[config.mk]
export PLATFORM = sky130hd
export DESIGN_NAME = sega_joy_scanner
export DESIGN_NICKNAME = d
export VERILOG_FILES = /design/src/rtl/sega_joy_pkg.sv /design/src/rtl/sega_joy_port_decode.sv /design/src/rtl/sega_joy_scanner.sv
export SDC_FILE = /design/constraint.sdc
export NUM_CORES = 1
export LEC_CHECK = 0
export CORE_MARGIN = 8
export CORE_UTILIZATION = 28
export CTS_CLUSTER_DIAMETER = 80
export DETAILED_ROUTE_END_ITERATION = 7
export SETUP_SLACK_MARGIN = 0.15
export SYNTH_ARGS = -nofsm -noshare
export SYNTH_HDL_FRONTEND = slang
export SYNTH_SLANG_ARGS = --single-unit
export TNS_END_PERCENT = 50
[constraint.sdc]
create_clock -name clk_i -period 2.1 [get_ports clk_i]
set_input_delay 0.42 -clock clk_i [delete_from_list [all_inputs] [get_ports clk_i]]
set_output_delay 0.42 -clock clk_i [all_outputs]
set_load 0.02 [all_outputs]
[src/rtl/sega_joy_pkg.sv]
// Shared types and constants for the Sega DB9 joystick scanner.
//   phase_t     : scan phase (IDLE, S0..S7)
//   pad_type_t  : detected pad type code reported on type_o
//   BIT_*       : bit positions inside the 12-bit MXYZ SACB RLDU word
//   PIN_*       : pin positions inside one port's 6-bit joy_i field
package sega_joy_pkg;

    localparam int unsigned PIN_W  = 6;
    localparam int unsigned WORD_W = 12;
    localparam int unsigned TYPE_W = 2;

    typedef enum logic [3:0] {
        PH_IDLE = 4'd0,
        PH_S0   = 4'd1,
        PH_S1   = 4'd2,
        PH_S2   = 4'd3,
        PH_S3   = 4'd4,
        PH_S4   = 4'd5,
        PH_S5   = 4'd6,
        PH_S6   = 4'd7,
        PH_S7   = 4'd8
    } phase_t;

    typedef enum logic [1:0] {
        PAD_SMS = 2'b00,
        PAD_MD3 = 2'b01,
        PAD_MD6 = 2'b10
    } pad_type_t;

    // Output word bit positions
    localparam int unsigned BIT_UP    = 0;
    localparam int unsigned BIT_DOWN  = 1;
    localparam int unsigned BIT_LEFT  = 2;
    localparam int unsigned BIT_RIGHT = 3;
    localparam int unsigned BIT_B     = 4;
    localparam int unsigned BIT_C     = 5;
    localparam int unsigned BIT_A     = 6;
    localparam int unsigned BIT_S     = 7;
    localparam int unsigned BIT_Z     = 8;
    localparam int unsigned BIT_Y     = 9;
    localparam int unsigned BIT_X     = 10;
    localparam int unsigned BIT_M     = 11;

    // Raw pin positions within one port's joy_i field
    localparam int unsigned PIN_UP    = 0;
    localparam int unsigned PIN_DOWN  = 1;
    localparam int unsigned PIN_LEFT  = 2;
    localparam int unsigned PIN_RIGHT = 3;
    localparam int unsigned PIN_P6    = 4;
    localparam int unsigned PIN_P9    = 5;

    // Select level driven while in a given phase: low on the odd scan phases
    function automatic logic sel_for_phase(input phase_t ph);
        return !(ph inside {PH_S1, PH_S3, PH_S5, PH_S7});
    endfunction

endpackage

[src/rtl/sega_joy_port_decode.sv]
// Per-port decoder: synchronises one DB9 port's pins, builds the shadow
// MXYZ SACB RLDU word across the scan phases, detects pad type, and
// publishes word + type on commit.
//   clk_i, res_n_i : clock, async active-low reset
//   pins_i         : raw pins {p9,p6,right,left,down,up}, active-low
//   phase_i        : current scan phase (phase_t encoding)
//   sample_i       : 1-cycle strobe, sample pins for phase_i
//   commit_i       : 1-cycle strobe, publish shadow word and type
//   joy_o          : published word, active-low
//   type_o         : published pad type
module sega_joy_port_decode
    import sega_joy_pkg::*;
#(
    parameter bit SIX_BTN_EN = 1'b1
) (
    input  logic                clk_i,
    input  logic                res_n_i,
    input  logic [PIN_W-1:0]    pins_i,
    input  logic [3:0]          phase_i,
    input  logic                sample_i,
    input  logic                commit_i,
    output logic [WORD_W-1:0]   joy_o,
    output logic [TYPE_W-1:0]   type_o
);

    phase_t              phase_c;
    logic [PIN_W-1:0]    meta_q;
    logic [PIN_W-1:0]    sync_q;
    logic [WORD_W-1:0]   shadow_q, shadow_d;
    logic [WORD_W-1:0]   joy_q, joy_d;
    logic [TYPE_W-1:0]   type_q, type_d;
    logic                md_q, md_d;
    logic                six_q, six_d;

    assign phase_c = phase_t'(phase_i);

    // Capture and type-decode next-state
    always_comb begin
        shadow_d = shadow_q;
        md_d     = md_q;
        six_d    = six_q;
        joy_d    = joy_q;
        type_d   = type_q;

        if (sample_i) begin
            case (phase_c)
                PH_S0: begin
                    shadow_d[BIT_RIGHT:BIT_UP] = sync_q[PIN_RIGHT:PIN_UP];
                    shadow_d[BIT_B]            = sync_q[PIN_P6];
                    shadow_d[BIT_C]            = sync_q[PIN_P9];
                end
                PH_S1: begin
                    // MD pads pull right and left low while select is low
                    md_d            = ~sync_q[PIN_RIGHT] & ~sync_q[PIN_LEFT];
                    shadow_d[BIT_A] = md_d ? sync_q[PIN_P6] : 1'b1;
                    shadow_d[BIT_S] = md_d ? sync_q[PIN_P9] : 1'b1;
                end
                PH_S4: begin
                    six_d = 1'b0;
                end
                PH_S5: begin
                    // 6-button pads report all four directions low on the third low phase
                    if (SIX_BTN_EN && (sync_q[PIN_RIGHT:PIN_UP] == 4'b0000)) begin
                        six_d = 1'b1;
                    end
                end
                PH_S6: begin
                    shadow_d[BIT_M:BIT_Z] = six_q ? sync_q[PIN_RIGHT:PIN_UP] : 4'hF;
                end
                default: ;
            endcase
        end

        if (commit_i) begin
            joy_d = shadow_q;
            if (SIX_BTN_EN && six_q) begin
                type_d = PAD_MD6;
            end else if (md_q) begin
                type_d = PAD_MD3;
            end else begin
                type_d = PAD_SMS;
            end
        end
    end

    // Synchroniser, shadow and published registers
    always_ff @(posedge clk_i or negedge res_n_i) begin
        if (!res_n_i) begin
            meta_q   <= '1;
            sync_q   <= '1;
            shadow_q <= '1;
            md_q     <= 1'b0;
            six_q    <= 1'b0;
            joy_q    <= '1;
            type_q   <= PAD_SMS;
        end else begin
            meta_q   <= pins_i;
            sync_q   <= meta_q;
            shadow_q <= shadow_d;
            md_q     <= md_d;
            six_q    <= six_d;
            joy_q    <= joy_d;
            type_q   <= type_d;
        end
    end

    assign joy_o  = joy_q;
    assign type_o = type_q;

endmodule

[src/rtl/sega_joy_scanner.sv]
// Multi-port Sega DB9 joystick scanner. Steps a phase FSM on tick_i,
// drives the shared select line, and lets per-port decoders build
// MXYZ SACB RLDU words that are published atomically once per scan.
//   clk_i   : system clock
//   res_n_i : async active-low reset
//   tick_i  : 1-cycle phase-step enable
//   joy_i   : per port p [6p+5:6p] = {p9,p6,right,left,down,up}, active-low
//   sel_o   : select (pin 7) drive shared by all ports
//   joy_o   : per port p [12p+11:12p] = MXYZ SACB RLDU, active-low
//   type_o  : per port 00 SMS, 01 MD 3-button, 10 MD 6-button
//   valid_o : 1-cycle pulse when joy_o/type_o update
module sega_joy_scanner
    import sega_joy_pkg::*;
#(
    parameter int unsigned NUM_PORTS  = 2,
    parameter bit          SIX_BTN_EN = 1'b1,
    parameter int unsigned IDLE_TICKS = 32
) (
    input  logic                          clk_i,
    input  logic                          res_n_i,
    input  logic                          tick_i,
    input  logic [PIN_W*NUM_PORTS-1:0]    joy_i,
    output logic                          sel_o,
    output logic [WORD_W*NUM_PORTS-1:0]   joy_o,
    output logic [TYPE_W*NUM_PORTS-1:0]   type_o,
    output logic                          valid_o
);

    localparam int unsigned CNT_W = $clog2(IDLE_TICKS + 1);

    phase_t             phase_q, phase_d;
    logic [CNT_W-1:0]   cnt_q, cnt_d;
    logic               sel_q, sel_d;
    logic               valid_q, valid_d;
    logic               armed_q;
    logic               tick_ok_c;
    logic               sample_c;
    logic               commit_c;

    // Ignores a tick coinciding with the first edge after reset release
    assign tick_ok_c = tick_i & armed_q;

    // Phase sequencing, idle countdown and select drive
    always_comb begin
        phase_d  = phase_q;
        cnt_d    = cnt_q;
        valid_d  = 1'b0;
        sample_c = 1'b0;
        commit_c = 1'b0;

        if (tick_ok_c) begin
            sample_c = (phase_q != PH_IDLE);
            case (phase_q)
                PH_IDLE: begin
                    if (cnt_q == '0) begin
                        phase_d = PH_S0;
                        cnt_d   = CNT_W'(IDLE_TICKS);
                    end else begin
                        cnt_d   = cnt_q - CNT_W'(1);
                    end
                end
                PH_S0: phase_d = PH_S1;
                PH_S1: phase_d = SIX_BTN_EN ? PH_S2 : PH_S7;
                PH_S2: phase_d = PH_S3;
                PH_S3: phase_d = PH_S4;
                PH_S4: phase_d = PH_S5;
                PH_S5: phase_d = PH_S6;
                PH_S6: phase_d = PH_S7;
                PH_S7: begin
                    phase_d  = PH_IDLE;
                    valid_d  = 1'b1;
                    commit_c = 1'b1;
                end
                default: phase_d = PH_IDLE;
            endcase
        end

        sel_d = sel_for_phase(phase_d);
    end

    // FSM state and registered outputs
    always_ff @(posedge clk_i or negedge res_n_i) begin
        if (!res_n_i) begin
            phase_q <= PH_IDLE;
            cnt_q   <= CNT_W'(IDLE_TICKS);
            sel_q   <= 1'b1;
            valid_q <= 1'b0;
            armed_q <= 1'b0;
        end else begin
            phase_q <= phase_d;
            cnt_q   <= cnt_d;
            sel_q   <= sel_d;
            valid_q <= valid_d;
            armed_q <= 1'b1;
        end
    end

    assign sel_o   = sel_q;
    assign valid_o = valid_q;

    for (genvar p = 0; p < NUM_PORTS; p++) begin : g_port
        sega_joy_port_decode #(
            .SIX_BTN_EN (SIX_BTN_EN)
        ) u_dec (
            .clk_i    (clk_i),
            .res_n_i  (res_n_i),
            .pins_i   (joy_i[PIN_W*p +: PIN_W]),
            .phase_i  (phase_q),
            .sample_i (sample_c),
            .commit_i (commit_c),
            .joy_o    (joy_o[WORD_W*p +: WORD_W]),
            .type_o   (type_o[TYPE_W*p +: TYPE_W])
        );
    end

endmodule
==> metrics.csv, run 1 <==
metric;value;unit
nets;303;
synth_edf_count;0;
synthDistinctLibCells;48;
grt_pass1_vias;2158;
final-setup-viol-count;0;
synth.area.top_cells;dfstp_2, mux2_2, dfrtp_1, mux2_4, nand2b_1;
p_leak;1.93;nW
cp.arrival;1480;ps
syn_area;3670;um^2
fmax;527;MHz
maxCapViolCount;0;
netlist.area_leader.share;0.529;
yosysWarnings;0;
portBuffers;44;
final_core_util;0.357;
initial_core_util;0.282;
drive_gt1_frac;0.550;
grt_overflow;0;
hp-class;primary input to asynchronous set/reset pin;
power_density;1140;nW/um^2
worst_slew_pin_slew;637;ps
drt_iter0_drc;122;
drcViolationCount;0;
pin_count;45;
via_per_inst;4.21;
worstPathCellList;clkdlybuf4s50_1;
yosysSeqAreaShare;0.658;
dp_hpwl;4710;um
max-clock-path-buffers;2;
gp_congestion;0.758;
h-tree-depth;3;
cp.required;1680;ps
crit_path_start_kind;flip-flop;
cp_max_fo;2;
first_pass_iters;4;
fill_cells;1266;
post-route-period-util;0.904;
synth_ff_type;dfstp_2;
drt_wl_total;6680;um
synthTopCellsByCount;dfstp_2, mux2_2, dfrtp_1;
path_buf_inv;1;
tns;0;ps
n_antenna_cell;0;
setup.worst_path.class;flip-flop to output port;
grt_pass1_wl;11200;um
clock_latency;340;ps
outcome;finished, final reports clean;
syn-mean-instance-area;15.7;um^2
post_drt_wl_per_cell;14.3;um
die_h;131;um
crit_path_max_incr_delay;610;ps
final_cells;467;
cp.depth;1;
critPathTopFamily;buffers and inverters;
ys_ff_latch;93;
synthCells;234;
cts_tree;yes;
clock_skew;5.83;ps
clkSlewWorstSetupHoldPaths;60;ps
cts_inserted_buffers;9;
crit_path_start;g_port[1].u_dec.joy_o[11]$_DFFE_PN1P_;
rows;42;
synth_most_common_cell;dfstp_2;
ir_drop;0.399;mV
synthArstFlopShare;1.00;
worst_path_max_delay_cell;clkdlybuf4s50_1;
clk_root_buffer_cell;clkbuf_16;
r2r-start;cnt_q[0]$_DFFE_PN0P_;
slew_viol_final;0;
clock_sinks;93;
syn2layout_area_growth;26.6;%
grt_antenna_before_repair;0;
grt_max_degree;44;
track_usage;0.0875;
die_area;17000;um^2
grt_setup_unrepaired;true;
dr_total_vias;1967;
total_power;5.30;mW
antenna_left;0;
max-slew-margin-rel;0.572;
regToRegSetupSlack;290;ps
worst-r2r-cell-count;5;
end_kind;output port;
r2r-end;cnt_q[4]$_DFFE_PN0P_;
hold_viol;0;
placed_cells;451;
fp.dieW;131;um
synth_fp_nets;251;
fin_crit;1900;ps
setup.worst_path.end;joy_o[23];
yosysTopAreaCell;dfstp_2;
coreArea;13000;um^2
## area by class of cell
cell class	instances	area, um^2	area share
clock buffers	13	282	0.0605
clock inverters	3	40.0	0.00861
inverters	4	15.0	0.00323
multi-input cells	129	1170	0.252
flip-flops and latches	93	2420	0.520
well taps	176	220	0.0473
repair buffers	49	503	0.108
## registers in the layout, summed over array words and instances (netlist names), 2 cells and up
signal	flops
g_port.u_dec.shadow_q	24
g_port.u_dec.md_q	2
phase_q	4
g_port.u_dec.joy_o	24
g_port.u_dec.type_o	4
g_port.u_dec.sync_q	12
g_port.u_dec.six_q	2
g_port.u_dec.meta_q	12
cnt_q	6
## worst reg2reg max path, delay by kind of cell, from the launching register on
| family | cells | cell delay [ps] |
|---|---|---|
| DFF | 1 | 400 |
| buffers and inverters | 1 | 130 |
| adders and majority gates | 1 | 180 |
| muxes | 1 | 340 |
| and+or+nand+nor | 2 | 630 |
## routing by layer
metal  global-route usage  part of all wire  vias to the layer above
met2                0.139              0.49                       32
met3               0.0418             0.068                       11
met4               0.0365             0.018                        0
met5                    0                 0                        -
li1                     -                 -                      927
met1               0.0994              0.43                      997
## layout by cell type, fill, tap and decap left out, types with 2 or more instances in the layout
cell             count
nand2_1              6
mux2i_1              2
mux2_2              46
nand3_1              2
inv_1                4
a21oi_1              3
nor3_1               2
and3b_1              2
or3_1                5
clkinv_2             2
clkbuf_8             2
buf_12               2
o21ai_0              4
nor2b_1              2
dfstp_2             74
mux2_4               9
nor4_1               2
nor2_1               4
dfrtp_1             19
clkdlybuf4s50_1     42
a22o_1               2
nand2b_1             8
buf_4                4
and2b_2              2
clkbuf_16           10
ha_1                 2
## power breakdown
part | internal, mW | switching, mW | total [mW]
Sequential | 2.39 | 0.319 | 2.71
Combinational | 0.508 | 0.388 | 0.895
Clock | 1.06 | 0.639 | 1.69
Total | 3.95 | 1.35 | 5.30
## through the flow
stage / setup WS, ps / hold slack [ps] / instance area (um^2)
after global placement: 128 / 346 / 4330
after detailed placement: 83.9 / 347 / 4330
after global routing: 146 / 118 / 4650
after floorplan: 419 / 124 / 3670
final: 202 / 84.0 / 4650
after CTS: 151 / 96.1 / 4650
## logic make-up after synthesis
| group | Yosys count | share of synthesized area |
|---|---|---|
| DFF | 93 | 0.658 |
| muxes | 58 | 0.186 |
| and+or+nand+nor | 48 | 0.0868 |
| AOI/OAI and AO/OA | 20 | 0.0368 |
| buffers and inverters | 12 | 0.0238 |
| adders and majority gates | 2 | 0.00681 |
| other | 1 | 0.00102 |
## how the worst min path moves through the flow
stage	from	to	slack (ps)	depth (start not counted)
CTS	res_n_i	phase_q[2]$_DFF_PN0_	100	1
global route	res_n_i	cnt_q[2]$_DFFE_PN0P_	120	1
finish	res_n_i	cnt_q[1]$_DFFE_PN0P_	80	1
floorplan	res_n_i	armed_q$_DFF_PN0_	120	0
detailed placement	g_port[0].u_dec.meta_q[0]$_DFF_PN1_	g_port[0].u_dec.sync_q[0]$_DFF_PN1_	350	0
global placement	g_port[0].u_dec.meta_q[0]$_DFF_PN1_	g_port[0].u_dec.sync_q[0]$_DFF_PN1_	350	0
## timing repair
action / 4_1_cts / 5_1_grt
resized for setup: 0 / 1
endpoints found under the hold margin: 0 / 0
buffers inserted: 0 / 0
hold buffers: 0 / 0
endpoints found under the setup margin: 0 / 3
(Power assumes the default switching activity.)
==> run 2: changes to the inputs <==
GPL_ROUTABILITY_DRIVEN = 0   (was unset)
==> results of run 2 <==
The final DEF is identical to that of run 1; final timing and power are the same.
